===== src/rtl/axi4lite_debug_regs_pkg.sv =====
// Register indices, AXI response codes and the byte-strobe merge shared by the debug register block.
package axi4lite_debug_regs_pkg;

  localparam logic [2:0] REG_ID       = 3'd0;
  localparam logic [2:0] REG_SCRATCH  = 3'd1;
  localparam logic [2:0] REG_COUNTER  = 3'd2;
  localparam logic [2:0] REG_GPIO_OUT = 3'd3;
  localparam logic [2:0] REG_GPIO_IN  = 3'd4;

  localparam logic [1:0] RESP_OKAY   = 2'b00;
  localparam logic [1:0] RESP_SLVERR = 2'b10;

  localparam logic [31:0] DEFAULT_ID_VALUE = 32'h5245_4753;

  function automatic logic [31:0] apply_wstrb(input logic [31:0] cur,
                                              input logic [31:0] wd,
                                              input logic [3:0]  strb);
    logic [31:0] res;
    res = cur;
    for (int b = 0; b < 4; b++) begin
      if (strb[b]) res[8*b +: 8] = wd[8*b +: 8];
    end
    return res;
  endfunction

endpackage


===== src/rtl/axi4lite_debug_regs_sync_2ff.sv =====
// Two-flop synchronizer for asynchronous level inputs; output lags input by 2 clk edges.
// No handshake: every bit is sampled every cycle.
module sync_2ff #(
  parameter int WIDTH = 8
) (
  input  logic             clk,
  input  logic             rst,
  input  logic [WIDTH-1:0] d,
  output logic [WIDTH-1:0] q
);

  logic [WIDTH-1:0] meta;

  always_ff @(posedge clk or posedge rst) begin
    if (rst) begin
      meta <= '0;
      q    <= '0;
    end else begin
      meta <= d;
      q    <= meta;
    end
  end

endmodule


===== src/rtl/axi4lite_debug_regs.sv =====
// AXI4-lite bring-up slave (ID/scratch/counter/GPIO); B one edge after AW+W are both held, R one edge after AR.
// One outstanding transaction per direction: AW/W/AR readiness drops while the matching response waits.
module axi4lite_debug_regs
  import axi4lite_debug_regs_pkg::*;
#(
  parameter int          C_S00_AXI_ADDR_WIDTH = 32,
  parameter int          C_S00_AXI_DATA_WIDTH = 32,
  parameter int          GPIO_WIDTH           = 8,
  parameter logic [31:0] ID_VALUE             = DEFAULT_ID_VALUE
) (
  input  logic                              s00_axi_aclk,
  input  logic                              s00_axi_areset,
  input  logic [C_S00_AXI_ADDR_WIDTH-1:0]   s00_axi_awaddr,
  input  logic [2:0]                        s00_axi_awprot,
  input  logic                              s00_axi_awvalid,
  output logic                              s00_axi_awready,
  input  logic [C_S00_AXI_DATA_WIDTH-1:0]   s00_axi_wdata,
  input  logic [C_S00_AXI_DATA_WIDTH/8-1:0] s00_axi_wstrb,
  input  logic                              s00_axi_wvalid,
  output logic                              s00_axi_wready,
  output logic [1:0]                        s00_axi_bresp,
  output logic                              s00_axi_bvalid,
  input  logic                              s00_axi_bready,
  input  logic [C_S00_AXI_ADDR_WIDTH-1:0]   s00_axi_araddr,
  input  logic [2:0]                        s00_axi_arprot,
  input  logic                              s00_axi_arvalid,
  output logic                              s00_axi_arready,
  output logic [C_S00_AXI_DATA_WIDTH-1:0]   s00_axi_rdata,
  output logic [1:0]                        s00_axi_rresp,
  output logic                              s00_axi_rvalid,
  input  logic                              s00_axi_rready,
  output logic [GPIO_WIDTH-1:0]             gpio_out,
  input  logic [GPIO_WIDTH-1:0]             gpio_in
);

  logic            aw_held, w_held, commit, wr_err;
  logic [2:0]      aw_idx;
  logic [31:0]     w_data;
  logic [3:0]      w_strb;
  logic [31:0]     scratch, counter;
  logic [GPIO_WIDTH-1:0] gpio_in_sync;
  logic [31:0]     rd_val;
  logic            rd_err;
  logic            unused_ok;

  assign unused_ok = ^{s00_axi_awprot, s00_axi_arprot, s00_axi_awaddr, s00_axi_araddr};

  assign s00_axi_awready = !aw_held && !s00_axi_bvalid;
  assign s00_axi_wready  = !w_held && !s00_axi_bvalid;
  assign s00_axi_arready = !s00_axi_rvalid;
  assign commit          = aw_held && w_held;
  assign wr_err          = aw_idx > REG_GPIO_IN;

  sync_2ff #(.WIDTH(GPIO_WIDTH)) u_gpio_sync (
    .clk (s00_axi_aclk),
    .rst (s00_axi_areset),
    .d   (gpio_in),
    .q   (gpio_in_sync)
  );

  // AW and W latch independently; the commit edge retires both and raises B.
  always_ff @(posedge s00_axi_aclk or posedge s00_axi_areset) begin
    if (s00_axi_areset) begin
      aw_held        <= 1'b0;
      aw_idx         <= '0;
      w_held         <= 1'b0;
      w_data         <= '0;
      w_strb         <= '0;
      s00_axi_bvalid <= 1'b0;
      s00_axi_bresp  <= RESP_OKAY;
    end else begin
      if (s00_axi_awvalid && s00_axi_awready) begin
        aw_held <= 1'b1;
        aw_idx  <= s00_axi_awaddr[4:2];
      end
      if (s00_axi_wvalid && s00_axi_wready) begin
        w_held <= 1'b1;
        w_data <= s00_axi_wdata;
        w_strb <= s00_axi_wstrb;
      end
      if (commit) begin
        aw_held        <= 1'b0;
        w_held         <= 1'b0;
        s00_axi_bvalid <= 1'b1;
        s00_axi_bresp  <= wr_err ? RESP_SLVERR : RESP_OKAY;
      end else if (s00_axi_bvalid && s00_axi_bready) begin
        s00_axi_bvalid <= 1'b0;
      end
    end
  end

  // A counter write replaces that cycle's increment.
  always_ff @(posedge s00_axi_aclk or posedge s00_axi_areset) begin
    if (s00_axi_areset) begin
      scratch  <= '0;
      counter  <= '0;
      gpio_out <= '0;
    end else begin
      counter <= counter + 32'd1;
      if (commit) begin
        case (aw_idx)
          REG_SCRATCH:  scratch  <= apply_wstrb(scratch, w_data, w_strb);
          REG_COUNTER:  counter  <= apply_wstrb(counter, w_data, w_strb);
          REG_GPIO_OUT: gpio_out <= GPIO_WIDTH'(apply_wstrb(32'(gpio_out), w_data, w_strb));
          default: ;
        endcase
      end
    end
  end

  always_comb begin
    rd_val = 32'hFFFF_FFFF;
    rd_err = 1'b1;
    case (s00_axi_araddr[4:2])
      REG_ID:       begin rd_val = ID_VALUE;          rd_err = 1'b0; end
      REG_SCRATCH:  begin rd_val = scratch;           rd_err = 1'b0; end
      REG_COUNTER:  begin rd_val = counter;           rd_err = 1'b0; end
      REG_GPIO_OUT: begin rd_val = 32'(gpio_out);     rd_err = 1'b0; end
      REG_GPIO_IN:  begin rd_val = 32'(gpio_in_sync); rd_err = 1'b0; end
      default: ;
    endcase
  end

  always_ff @(posedge s00_axi_aclk or posedge s00_axi_areset) begin
    if (s00_axi_areset) begin
      s00_axi_rvalid <= 1'b0;
      s00_axi_rdata  <= '0;
      s00_axi_rresp  <= RESP_OKAY;
    end else if (s00_axi_arvalid && s00_axi_arready) begin
      s00_axi_rvalid <= 1'b1;
      s00_axi_rdata  <= rd_val;
      s00_axi_rresp  <= rd_err ? RESP_SLVERR : RESP_OKAY;
    end else if (s00_axi_rvalid && s00_axi_rready) begin
      s00_axi_rvalid <= 1'b0;
    end
  end

endmodule

===== config.mk =====
export PLATFORM = sky130hd
export DESIGN_NAME = axi4lite_debug_regs
export DESIGN_NICKNAME = d
export VERILOG_FILES = /design/src/rtl/axi4lite_debug_regs_pkg.sv /design/src/rtl/axi4lite_debug_regs_sync_2ff.sv /design/src/rtl/axi4lite_debug_regs.sv
export SDC_FILE = /design/constraint.sdc
export NUM_CORES = 1
export LEC_CHECK = 0
export BUFFER_PORTS_ARGS = -buffer_cell sky130_fd_sc_hd__buf_2
export CORE_ASPECT_RATIO = 0.6
export CORE_MARGIN = 2
export CORE_UTILIZATION = 60
export CTS_BUF_LIST = sky130_fd_sc_hd__clkbuf_2 sky130_fd_sc_hd__clkbuf_4 sky130_fd_sc_hd__clkbuf_8
export DETAILED_ROUTE_END_ITERATION = 8
export HOLD_SLACK_MARGIN = 0.12
export PLACE_DENSITY = 0.88
export SYNTH_ARGS = -nofsm -noshare
export SYNTH_HDL_FRONTEND = slang
export SYNTH_SLANG_ARGS = --single-unit

===== constraint.sdc =====
create_clock -name s00_axi_aclk -period 10.6 [get_ports s00_axi_aclk]
set_input_delay 1.59 -clock s00_axi_aclk [delete_from_list [all_inputs] [get_ports s00_axi_aclk]]
set_output_delay 1.59 -clock s00_axi_aclk [all_outputs]
set_load 0.005 [all_outputs]

After elaboration in Yosys (flattened, before gate mapping)
Index checks and enable logic that the tools add are counted.

storage, ports and cells
  flip-flop bits (word level) = 167
  bits of input ports = 121
  output and inout bits = 49
  word-level logic and storage cells = 74

cells by class
  add/subtract/negate cells = 1
  $lt $le $gt $ge = 1
  equal/unequal tests = 11
  mux-type cells = 17
  reduce and logical (&&, ||, !) cells = 23

operators with widths
  cell                                                  number
  case mux 32 bit (5 select lines)                      1
  two-way mux 32 bit                                    2
  adder 32 x 1 -> 32 bit (second input constant)        1
  two-way mux 8 bit                                     4
  AND reduction 3 bit                                   5
  equality test 3 x 2 -> 1 bit (second input constant)  4
  inequality test 3 bit (second input constant)         4
  logical AND 1 bit                                     8
  two-way mux 1 bit                                     8
  nonzero test 2 bit                                    4
  equality test 3 x 1 -> 1 bit (second input constant)  2
  OR reduction 5 bit                                    1
  logical NOT 1 bit                                     4
  two-way mux 2 bit                                     2
  equality test 3 bit (second input constant)           1
  > comparator 3 bit (second input constant)            1
  logical NOT 3 bit                                     1

Depth between registers and ports, before layout
Gate-level depths: netlist of run 1.

  depth after elaboration = 5
  mapped depth = 8
  gate-level depth less buffers = 6

By module
From an unflattened synthesis of run 1, not the netlist that was laid out.

second synthesis, totals
  cells, all modules = 699
  area, all modules = 7,589.8 sq um

by module, submodules not included
  module               times used  cells each  area an instance (sq um)  sequential area each (sq um)
  axi4lite_debug_regs  1           682         7,185.6                   3,728.6
  sync_2ff             1           17          404.1                     400.4

Least setup slack after synthesis of run 1
Ideal clock, no wire load.

  kind = input-to-reg
  start point = input s00_axi_wvalid
  end point = register w_data[10]
  setup time = 125 ps
  arrival time = 2,724 ps
  required time = 10,475 ps
  setup slack = 7,751 ps
  stages = 4
  buffers on the path = 2
  path through = and2_1 -> clkbuf_1 -> clkbuf_1 -> mux2_2

on the way
  word-level cells in the longest chain between the ends = 1

RTL lines
  element                 line                       RTL
  start: declaration      axi4lite_debug_regs.sv:19  input logic s00_axi_wvalid,
  logical AND 1 bit       axi4lite_debug_regs.sv:76  if (s00_axi_wvalid && s00_axi_wready) begin
  end signal: assignment  axi4lite_debug_regs.sv:78  w_data <= s00_axi_wdata;
  end: declaration        axi4lite_debug_regs.sv:38  logic [31:0] w_data;

Every way passes these cells.
A chain may end at the register's enable or synchronous reset.

Final worst setup path of run 1
  start point = input s00_axi_araddr[3]
  end point = register s00_axi_rdata[20]

on the way
  word-level cells in the longest chain between the ends = 2
  elaborated cells on any way between the ends = 6
  classes of those cells = eq/ne: 4; mux: 1; reduce/logical: 1

RTL lines
  element                                      line                        RTL
  start: declaration                           axi4lite_debug_regs.sv:24   input logic [C_S00_AXI_ADDR_WIDTH-1:0] s00_axi_araddr,
  equality test 3 bit (tied with other cells)  axi4lite_debug_regs.sv:114  case (s00_axi_araddr[4:2])
  case mux 32 bit (5 select lines) (*)         axi4lite_debug_regs.sv:114
  end signal: assignment                       axi4lite_debug_regs.sv:131  s00_axi_rdata <= rd_val;
  end: declaration                             axi4lite_debug_regs.sv:28   output logic [C_S00_AXI_DATA_WIDTH-1:0] s00_axi_rdata,

Every way passes the cells marked *; elsewhere a longest branch is shown, timed or not.

==> out/metrics.cfg, run 1 <==
[timing]
hold_violations = 0
slew_viol_final = 0
finalCritPeriodShare_pct = 26.82
whs_ns = 0.3561
setup-tns-final_ns = 0
worstMarginPinSlew_ns = 1.066
final-setup-viol-count = 0
slew_headroom_pct = 28.71
final.setup_skew_ns = 0.01768
rsz0062_at_grt = false
fmax_ghz = 0.3517
setup_ws_ns = 7.757
min_period_ns = 2.843

[global_routing]
grt_usage_pct = 28.68
antenna_found_initial = 0
grt_pass1_vias = 5672
grt_max_degree = 101
grt_overflow = 0
grt_pass1_wl_mm = 29.55

[clock_network]
clock_latency_ns = 0.47
cts_tree = built
htreeDepth = 4
cts_buffer_depth = 2
root_buffer = clkbuf_8
numCtsBuffers = 17
cts_resized = 0
postCtsSetupBuffers = 0
clkTransAtPathRegs_ns = 0.10
holdBufCountCts = 0
cts.sink_count = 165

[final_layout]
regArea_um2 = 4129
drive_gt1_share_pct = 30.16
syn2layout_area_growth_pct = 13.05
multi_input_area_um2 = 3020
fillers = 899
antenna_cells = 0
final_cell_mix = dfrtp_1 (165), buf_2 (103), mux2_2 (82)
nNetsFinal = 876
layout_commonest_cell = dfrtp_1

[drt]
vias = 5744
first_iter_violations = 570
ant_nets = 0
drt_wl_total_mm = 17.93
dr.pass1.iters = 6
drcViolationCount = 0
avgRoutedWirePerCell_um = 19.26
viasPerCell = 6.170

[place]
finalWeightedCongestion = 0.9232
portBuffers = 103
place_hpwl_mm = 12.57
dp_slack_ns = 7.318

[setup_path]
startpoint_type = primary input
required_ns = 10.91
crit_buf_inv = 2
path_max_fanout = 41
path_delay_family = buffers and inverters
cp.arrival_ns = 3.16
crit_path_max_incr_delay_ns = 0.56
r2r-end = counter[13]
crit_start = s00_axi_araddr[3]
worst_r2r_path_depth = 5
crit_chain = buf_2, nor2b_1, buf_4, a221oi_1, o21ai_0
r2r-start = aw_idx[2]
rrSetupSlack_ns = 7.87
cp-end-kind = register
critPathKind = primary input to register
cp_slowest_cell = buf_2

[yosys]
synth_cell_type_count = 57
synthesis.area_um2 = 7372
synth_area_leaders = dfrtp_1 (56%), mux2_2 (13%), o21ai_0 (3.7%), nand2_1 (3.1%), nor2_1 (2.0%)
netlist.area_leader.share_pct = 56.01
netlist_instances = 669
async_flop_share_pct = 100.0
yosysSeqAreaShare_pct = 56.01
yosys_warnings = 0
synth_edf_count = 0
synth_ff_type = dfrtp_1
yosys.area.top_type = dfrtp_1
syn_avg_cell_area_um2 = 11.02
ys_seq_elements = 165

[hold_path]
hold_end = u_gpio_sync.q[1]
min_path_cells = 0
hp-start = u_gpio_sync.meta[1]
hold_class = register to register

[floorplan]
io_pins = 170
die_w_um = 147.1
core_area_um2 = 12020
die-area_um2 = 13220
die_h_um = 89.86
floorplan.rows = 31
initial_core_util_pct = 61.31

[power]
powerDensity_nw_per_um2 = 254.3
p_leak_nw = 3.786
p_clk_share_pct = 19.8
internal_power_mw = 1.353
power_switching_mw = 0.7663
p_total_mw = 2.120
power_frac_comb_pct = 27.1
sw_frac_of_total_pct = 36.15
ir_drop_uv = 228.2
seq_power_share_pct = 53.1

[outcome]
status = finished, final reports clean

[job]
cap_viol_max_count = 0

-- cell families (layout without fill, tap and decap cells) --
| group | count (synthesis) | count (layout) | share of synthesized area, % |
|---|---|---|---|
| compound gates | 150 | 150 | 12.98 |
| simple gates | 202 | 202 | 13.83 |
| mux | 90 | 90 | 13.61 |
| xor+xnor | 2 | 2 | 0.2377 |
| other cells | 1 | 2 | 0.05087 |
| flops | 165 | 165 | 56.01 |
| fa+ha+maj | 1 | 1 | 0.1697 |
| buf+inv | 58 | 154 | 3.106 |
-- per-stage QoR --
stage,utilization [%],instance area (um2),std cells
6_report,69.31,8334,931
5_1_grt,69.31,8334,931
4_1_cts,69.31,8334,931
3_5_place_dp,66.32,7974,900
3_3_place_gp,66.32,7974,900
2_1_floorplan,-,7376,670
-- synthesized netlist by cell type, types with 2 or more instances --
master	count
o22ai_1	12
a221oi_1	14
nand2b_1	14
nor3_1	11
nor3b_1	2
a211o_1	5
nand3_1	15
a21oi_1	25
o211ai_1	5
a31oi_1	5
buf_4	2
and3_1	7
o221a_2	2
nor2_1	39
o21a_1	2
o21ai_0	54
mux2i_1	8
xor2_1	2
a211oi_1	6
o22a_1	2
nor4_1	2
nand2_1	61
inv_1	14
or3_1	5
mux2_2	82
dfrtp_1	165
buf_1	2
clkbuf_1	37
o21bai_1	2
o32ai_1	2
buf_2	2
or2_2	2
nor2b_1	12
and2_1	10
nand4_1	12
a22oi_1	4
and4_1	3
-- final cells by class --
type / count / area share (%)
inverters: 14 / 0.6906
clock inverters: 13 / 1.351
multi-input cells: 447 / 36.24
repair buffers: 109 / 6.726
flip-flops and latches: 165 / 49.54
clock buffers: 18 / 2.973
well taps: 165 / 2.477
-- power groups by stage --
| stage | clock, mW | combinational, mW | sequential (mW) |
|---|---|---|---|
| finish | 0.421 | 0.574 | 1.13 |
| global route | 0.451 | 0.640 | 1.16 |
| CTS | 0.425 | 0.576 | 1.12 |
| detailed placement | 0 | 0.572 | 1.13 |
| global placement | 0 | 0.539 | 1.10 |
| floorplan | 0 | 0.429 | 1.03 |
-- per-layer routing --
metal	part of all wire, %	track usage, %
met4	1.4	8.013
met1	46	43.08
met5	0	0
met3	8.3	6.904
met2	45	42.13
-- state kept, by name, summed over array words and instances (netlist names) --
name / count
s00_axi_rvalid: 1
s00_axi_rresp: 1
aw_held: 1
s00_axi_rdata: 32
u_gpio_sync.meta: 8
w_strb: 4
u_gpio_sync.q: 8
s00_axi_bvalid: 1
w_held: 1
gpio_out: 8
s00_axi_bresp: 1
aw_idx: 3
w_data: 32
counter: 32
scratch: 32
-- worst max path at each step --
stage                        endpoint  slack, ns  cells past startpoint
detailed placement  s00_axi_rdata[20]       7.32                      5
finish              s00_axi_rdata[20]       7.76                      5
global route        s00_axi_rdata[31]       7.54                      5
CTS                 s00_axi_rdata[20]       7.80                      5
global placement    s00_axi_rdata[31]       7.38                      5
floorplan                     aw_held       4.55                      1
Note: power is estimated with default switching activity, not from simulation.
==> run 2: changes to the inputs <==
--- a/config.mk
+++ b/config.mk
@@ -8,11 +8,11 @@
 export BUFFER_PORTS_ARGS = -buffer_cell sky130_fd_sc_hd__buf_2
 export CORE_ASPECT_RATIO = 0.6
 export CORE_MARGIN = 2
-export CORE_UTILIZATION = 60
+export CORE_UTILIZATION = 56
 export CTS_BUF_LIST = sky130_fd_sc_hd__clkbuf_2 sky130_fd_sc_hd__clkbuf_4 sky130_fd_sc_hd__clkbuf_8
 export DETAILED_ROUTE_END_ITERATION = 8
 export HOLD_SLACK_MARGIN = 0.12
-export PLACE_DENSITY = 0.88
+export PLACE_DENSITY = 0.82
 export SYNTH_ARGS = -nofsm -noshare
 export SYNTH_HDL_FRONTEND = slang
 export SYNTH_SLANG_ARGS = --single-unit
==> constraint.sdc (replaced) <==
create_clock -name s00_axi_aclk -period 2.7 [get_ports s00_axi_aclk]
set_input_delay 0.405 -clock s00_axi_aclk [delete_from_list [all_inputs] [get_ports s00_axi_aclk]]
set_output_delay 0.405 -clock s00_axi_aclk [all_outputs]
set_load 0.005 [all_outputs]
==> out/metrics.cfg, run 2 (synthesis results as in run 1) <==
[outcome]
status = finished, final reports clean

[final_layout]
nNetsFinal = 894  ; +2.1%
layout_commonest_cell = dfrtp_1
syn2layout_area_growth_pct = 16.70
antenna_cells = 0  ; unchanged
final_cell_mix = dfrtp_1 (165), buf_2 (103), mux2_2 (82)
drive_gt1_share_pct = 30.83  ; +0.67 points

[power]
powerDensity_nw_per_um2 = 1005  ; +300%
power_frac_comb_pct = 26.7  ; -0.4 points
seq_power_share_pct = 51.3  ; -1.8 points
p_total_mw = 8.643  ; +310%
p_clk_share_pct = 22.0  ; +2.2 points
p_leak_nw = 3.912  ; +3.3%
power_switching_mw = 3.021  ; +290%
internal_power_mw = 5.622  ; +320%
sw_frac_of_total_pct = 34.95  ; -1.2 points
ir_drop_uv = 507.6  ; +120%

[timing]
rsz0062_at_grt = false
final.setup_skew_ns = 0.01118  ; -0.006509 ns
setup-tns-final_ns = 0  ; unchanged
slew_viol_final = 0  ; unchanged
finalCritPeriodShare_pct = 82.25
worstMarginPinSlew_ns = 0.7032  ; -0.3624 ns
min_period_ns = 2.221
hold_violations = 0  ; unchanged
final-setup-viol-count = 0  ; unchanged
slew_headroom_pct = 52.96  ; +24 points
fmax_ghz = 0.4503

[floorplan]
die-area_um2 = 14130  ; +6.9%
floorplan.rows = 32  ; +3.2%
core_area_um2 = 12850  ; +6.9%
io_pins = 170  ; unchanged
initial_core_util_pct = 57.36  ; -4.0 points
die_h_um = 92.88  ; +3.4%
die_w_um = 152.1  ; +3.4%

[global_routing]
grt_pass1_vias = 5628  ; -0.78%
grt_overflow = 0  ; unchanged
grt_pass1_wl_mm = 30.08  ; +1.8%
antenna_found_initial = 0  ; unchanged
grt_usage_pct = 27.39  ; -1.3 points
grt_max_degree = 84  ; -17%

[setup_path]
required_ns = 3.07  ; -7.84 ns
startpoint_type = register
cp-end-kind = register
path_max_fanout = 9  ; -78%
critPathKind = register to register
cp.arrival_ns = 2.59  ; -0.57 ns

[clock_network]
htreeDepth = 4  ; unchanged
cts_buffer_depth = 2  ; unchanged
clock_latency_ns = 0.44  ; -0.03 ns
cts_tree = built
numCtsBuffers = 17  ; unchanged
cts.sink_count = 165  ; unchanged
root_buffer = clkbuf_8
clkTransAtPathRegs_ns = 0.09  ; about the same
cts_resized = 0  ; unchanged

[place]
portBuffers = 103  ; unchanged
place_hpwl_mm = 13.18  ; +4.8%
finalWeightedCongestion = 0.9862  ; +6.8%

[drt]
drcViolationCount = 0  ; unchanged
viasPerCell = 6.024  ; -2.4%
drt_wl_total_mm = 18.35  ; +2.4%
first_iter_violations = 595  ; +4.4%
ant_nets = 0  ; unchanged
avgRoutedWirePerCell_um = 19.22  ; -0.21%
vias = 5753  ; +0.16%
dr.pass1.iters = 5  ; -1

[hold_path]
hold_class = primary input to register

[job]
cap_viol_max_count = 0  ; unchanged

run 2: cell type report:
cell class,instances,area [um2]
fill,979,4249
timing repair buffer,127,755.7
clock inverter,14,186.4
sequential,165,4129
tap,170,212.7
multi-input combinational,447,3022
inverter,14,56.30
clock buffer,18,241.5
run 2: worst max-delay path, stage by stage, from the launching register on:
cell and delay, ns:
dfrtp_1 0.53, nand4_2 0.20, a211o_1 0.41, or3_1 0.50, or3_1 0.37, a21oi_1 0.16
run 2: worst paths after layout:
check | start | to | slack [ns] | cells after the start
max in group asynchronous | s00_axi_areset | counter[6] | 1.38 | 4
min in group asynchronous | s00_axi_areset | s00_axi_bresp[1] | 0.54 | 3
min | s00_axi_bready | s00_axi_bvalid | 0.15 | 2
max reg2reg | counter[3] | counter[20] | 0.48 | 5
max | counter[3] | counter[20] | 0.48 | 5
min reg2reg | u_gpio_sync.meta[0] | u_gpio_sync.q[0] | 0.36 | 0
run 2: layer usage:
metal | part of all wire [%] | GRT usage, %
met1 | 47 | 41.78
met2 | 41 | 38.59
met3 | 10 | 8.142
met4 | 0.90 | 6.386
met5 | 0 | 0
run 2: timing repair:
action,CTS,global route
setup buffers,0,0
hold endpoints to repair,28,0
setup endpoints to repair,0,0
hold buffers,9,0
run 2: power groups by stage:
| stage | logic (mW) | clock network (mW) | registers (mW) |
|---|---|---|---|
| final | 2.31 | 1.90 | 4.43 |
| after global routing | 2.57 | 2.04 | 4.56 |
| after CTS | 2.31 | 1.93 | 4.39 |
| after detailed placement | 2.29 | 0 | 4.44 |
| after global placement | 2.17 | 0 | 4.36 |
| after floorplan | 1.68 | 0 | 4.06 |
run 2: metrics by stage:
| step | hold slack (ns) | std cells | util, % | instance area (um2) | setup slack [ns] |
|---|---|---|---|---|---|
| floorplan | 0.3312 | 670 | - | 7380 | 0.1962 |
| global placement | 0.3387 | 914 | 62.91 | 8085 | 0.5981 |
| detailed placement | 0.3378 | 914 | 62.91 | 8085 | 0.5548 |
| CTS | 0.1265 | 955 | 66.94 | 8603 | 0.5332 |
| global route | 0.1221 | 955 | 66.94 | 8603 | 0.3526 |
| finish | 0.1492 | 955 | 66.94 | 8603 | 0.4792 |
==> run 3: changes to the inputs <==
--- a/config.mk
+++ b/config.mk
@@ -5,6 +5,7 @@
 export SDC_FILE = /design/constraint.sdc
 export NUM_CORES = 1
 export LEC_CHECK = 0
+export ABC_AREA = 1
 export BUFFER_PORTS_ARGS = -buffer_cell sky130_fd_sc_hd__buf_2
 export CORE_ASPECT_RATIO = 0.6
 export CORE_MARGIN = 2
==> constraint.sdc (replaced) <==
create_clock -name s00_axi_aclk -period 2.3 [get_ports s00_axi_aclk]
set_input_delay 0.345 -clock s00_axi_aclk [delete_from_list [all_inputs] [get_ports s00_axi_aclk]]
set_output_delay 0.345 -clock s00_axi_aclk [all_outputs]
set_load 0.005 [all_outputs]
==> out/metrics.cfg, run 3 <==
[yosys]
yosys.area.top_type = dfrtp_1
synth.cells.most_frequent = nand2_1 (265), dfrtp_1 (165), nor2_1 (134)
yosys_warnings = 0  ; unchanged
synth_most_common_cell = nand2_1
syn_avg_cell_area_um2 = 7.996  ; -27%
ys_seq_elements = 165  ; unchanged
synth_cell_type_count = 38  ; -33%
netlist_instances = 949  ; +42%
synth_edf_count = 0  ; unchanged
synth_area_leaders = dfrtp_1 (54%), nand2_1 (13%), nor2_1 (6.6%), o21ai_0 (5.3%), a21oi_1 (5.1%)
synth_ff_type = dfrtp_1
yosysSeqAreaShare_pct = 54.41  ; -1.6 points
netlist.area_leader.share_pct = 54.41  ; -1.6 points
synthesis.area_um2 = 7589  ; +2.9%
async_flop_share_pct = 100.0  ; unchanged

[place]
dp_slack_ns = 0.4686  ; -0.08617 ns
portBuffers = 103  ; unchanged
place_hpwl_mm = 14.96  ; +14%
finalWeightedCongestion = 0.9666  ; -2.0%

[final_layout]
antenna_cells = 0  ; unchanged
nNetsFinal = 1195  ; +34%
final_cell_mix = nand2_1 (264), dfrtp_1 (165), nor2_1 (134)
drive_gt1_share_pct = 16.21  ; -15 points
layout_commonest_cell = nand2_1
syn2layout_area_growth_pct = 17.91

[drt]
drcViolationCount = 0  ; unchanged
wl_met3_mm = 2.335  ; +23%
viasPerCell = 5.518  ; -8.4%
avgRoutedWirePerCell_um = 16.23  ; -16%
dr.pass1.iters = 5  ; unchanged
drt_wl_total_mm = 20.39  ; +11%
dr_wl_met2_mm = 8.149  ; +7.1%
vias = 6931  ; +20%
first_iter_violations = 700  ; +18%
drt-met1-wl_mm = 9.672  ; +11%
top_layer = met4
ant_nets = 0  ; unchanged

[power]
ir_drop_uv = 810.9  ; +60%
power_switching_mw = 4.185  ; +39%
seq_power_share_pct = 47.8  ; -3.5 points
sw_frac_of_total_pct = 39.39  ; +4.4 points
p_total_mw = 10.62  ; +23%
p_clk_share_pct = 22.0  ; about the same
p_leak_nw = 4.405  ; +13%
powerDensity_nw_per_um2 = 1187  ; +18%
internal_power_mw = 6.439  ; +15%
power_frac_comb_pct = 30.2  ; +3.5 points

[timing]
worstMarginPinSlew_ns = 0.6766  ; -0.02657 ns
final-setup-viol-count = 0  ; unchanged
rsz0062_at_grt = false
hold_violations = 0  ; unchanged
whs_ns = 0.1385  ; -0.01064 ns
min_period_ns = 1.906  ; -0.3149 ns
final.setup_skew_ns = 0.01554  ; +0.004364 ns
slew_headroom_pct = 54.80  ; +1.8 points
finalCritPeriodShare_pct = 82.86  ; +0.61 points
setup_ws_ns = 0.3941  ; -0.08506 ns
fmax_ghz = 0.5247  ; +17%
slew_viol_final = 0  ; unchanged

[setup_path]
crit_buf_inv = 0  ; unchanged
path_max_fanout = 5  ; -4
worst_path_most_repeated_cell = nand2_1
cp_slowest_cell = dfrtp_1
crit_chain = ha_1, nand2_1, nor2_2, nand2_2, nor2_2, nand2_1, nand2_1, nand3_1, nand2_1, nand2_1
crit_path_max_incr_delay_ns = 0.44  ; -0.09 ns
cp-end-kind = register
cp.arrival_ns = 2.25  ; -0.34 ns
startpoint_type = register
critPathKind = register to register
rrSetupSlack_ns = 0.39  ; -0.09 ns
required_ns = 2.64  ; -0.43 ns
path_delay_family = simple AND/OR/NAND/NOR gates

[clock_network]
cts_buffer_depth = 2  ; unchanged
cts.sink_count = 165  ; unchanged
htreeDepth = 4  ; unchanged
clock_latency_ns = 0.45  ; about the same
cts_tree = built
clkTransAtPathRegs_ns = 0.10  ; about the same
cts_resized = 0  ; unchanged
root_buffer = clkbuf_8
numCtsBuffers = 17  ; unchanged

[global_routing]
grt_max_degree = 55  ; -35%
grt_pass1_vias = 6432  ; +14%
antenna_found_initial = 0  ; unchanged
grt_usage_pct = 29.87  ; +2.5 points
grt_pass1_wl_mm = 33.19  ; +10%
grt_overflow = 0  ; unchanged

[floorplan]
floorplan.rows = 32  ; unchanged
die_h_um = 94.17  ; +1.4%
die-area_um2 = 14530  ; +2.8%
core_area_um2 = 13050  ; +1.6%
initial_core_util_pct = 58.14  ; +0.78 points
io_pins = 170  ; unchanged
die_w_um = 154.3  ; +1.4%

[hold_path]
hold_class = primary input to register

[job]
cap_viol_max_count = 0  ; unchanged

[outcome]
status = finished, final reports clean

-- run 3: metrics by stage --
step                setup TNS, ns  util, %  cell area (um2)  std cells
floorplan                  -23.72        -             7596        950
global placement                0    64.19             8378       1211
detailed placement              0    64.19             8378       1211
CTS                             0    68.55             8947       1256
global route                    0    68.55             8947       1256
finish                          0    68.55             8947       1256
-- run 3: path summary, 6_finish.rpt --
kind | depth (start not counted) | to | start
min in group asynchronous | 3 | s00_axi_rdata[26] | s00_axi_areset
worst min-delay path | 3 | w_data[13] | s00_axi_wdata[13]
worst max register to register | 10 | counter[26] | counter[0]
max in group asynchronous | 4 | s00_axi_rdata[8] | s00_axi_areset
worst min register to register | 0 | u_gpio_sync.q[6] | u_gpio_sync.meta[6]
worst max-delay path | 10 | counter[26] | counter[0]
-- run 3: metal layers --
metal / vias up / global-route usage [%]
met5: - / 0
li1: 3284 / -
met2: 379 / 41.41
met4: 0 / 7.099
met3: 21 / 7.934
met1: 3247 / 46.51
-- run 3: cells by family (layout without fill, tap and decap cells) --
logic type / after synthesis / in the layout / synth area share (%)
adder cells (fa/ha/maj): 1 / 1 / 0.1649
multiplexers: 1 / 1 / 0.1484
flip-flops: 165 / 165 / 54.41
AO/OA/AOI/OAI: 184 / 184 / 12.98
XOR/XNOR: 5 / 5 / 0.5772
other: 1 / 2 / 0.04942
AND/OR/NAND/NOR: 470 / 470 / 25.23
buffers and inverters: 122 / 258 / 6.447
-- run 3: tightest hold or removal path: cells and delay by family --
| kind | cells | cell delay [ns] |
|---|---|---|
| buffers and inverters | 1 | 0.08 |
| AND/OR/NAND/NOR | 1 | 0.03 |
| AO/OA/AOI/OAI | 1 | 0.09 |
-- run 3: layout make-up --
class / instances / area (um2)
clock buffer: 18 / 241.5
clock inverter: 14 / 197.7
fill: 1039 / 4105
inverter: 91 / 345.3
multi-input combinational: 663 / 2983
sequential: 165 / 4129
tap: 170 / 212.7
timing repair buffer: 135 / 838.3
-- run 3: repair_timing --
item                                   in CTS  in global routing
endpoints found under the hold margin      34                  0
hold buffers                               13                  0
setup buffers                               0                  0
-- run 3: power by group through the flow --
stage                     clock network [mW]  logic [mW]  registers, mW
after detailed placement                   0        3.16           5.08
after global placement                     0        3.03           5.05
after CTS                               2.35        3.19           5.03
final                                   2.33        3.21           5.08
after floorplan                            0        2.17           4.77
after global routing                    2.47        3.71           5.22
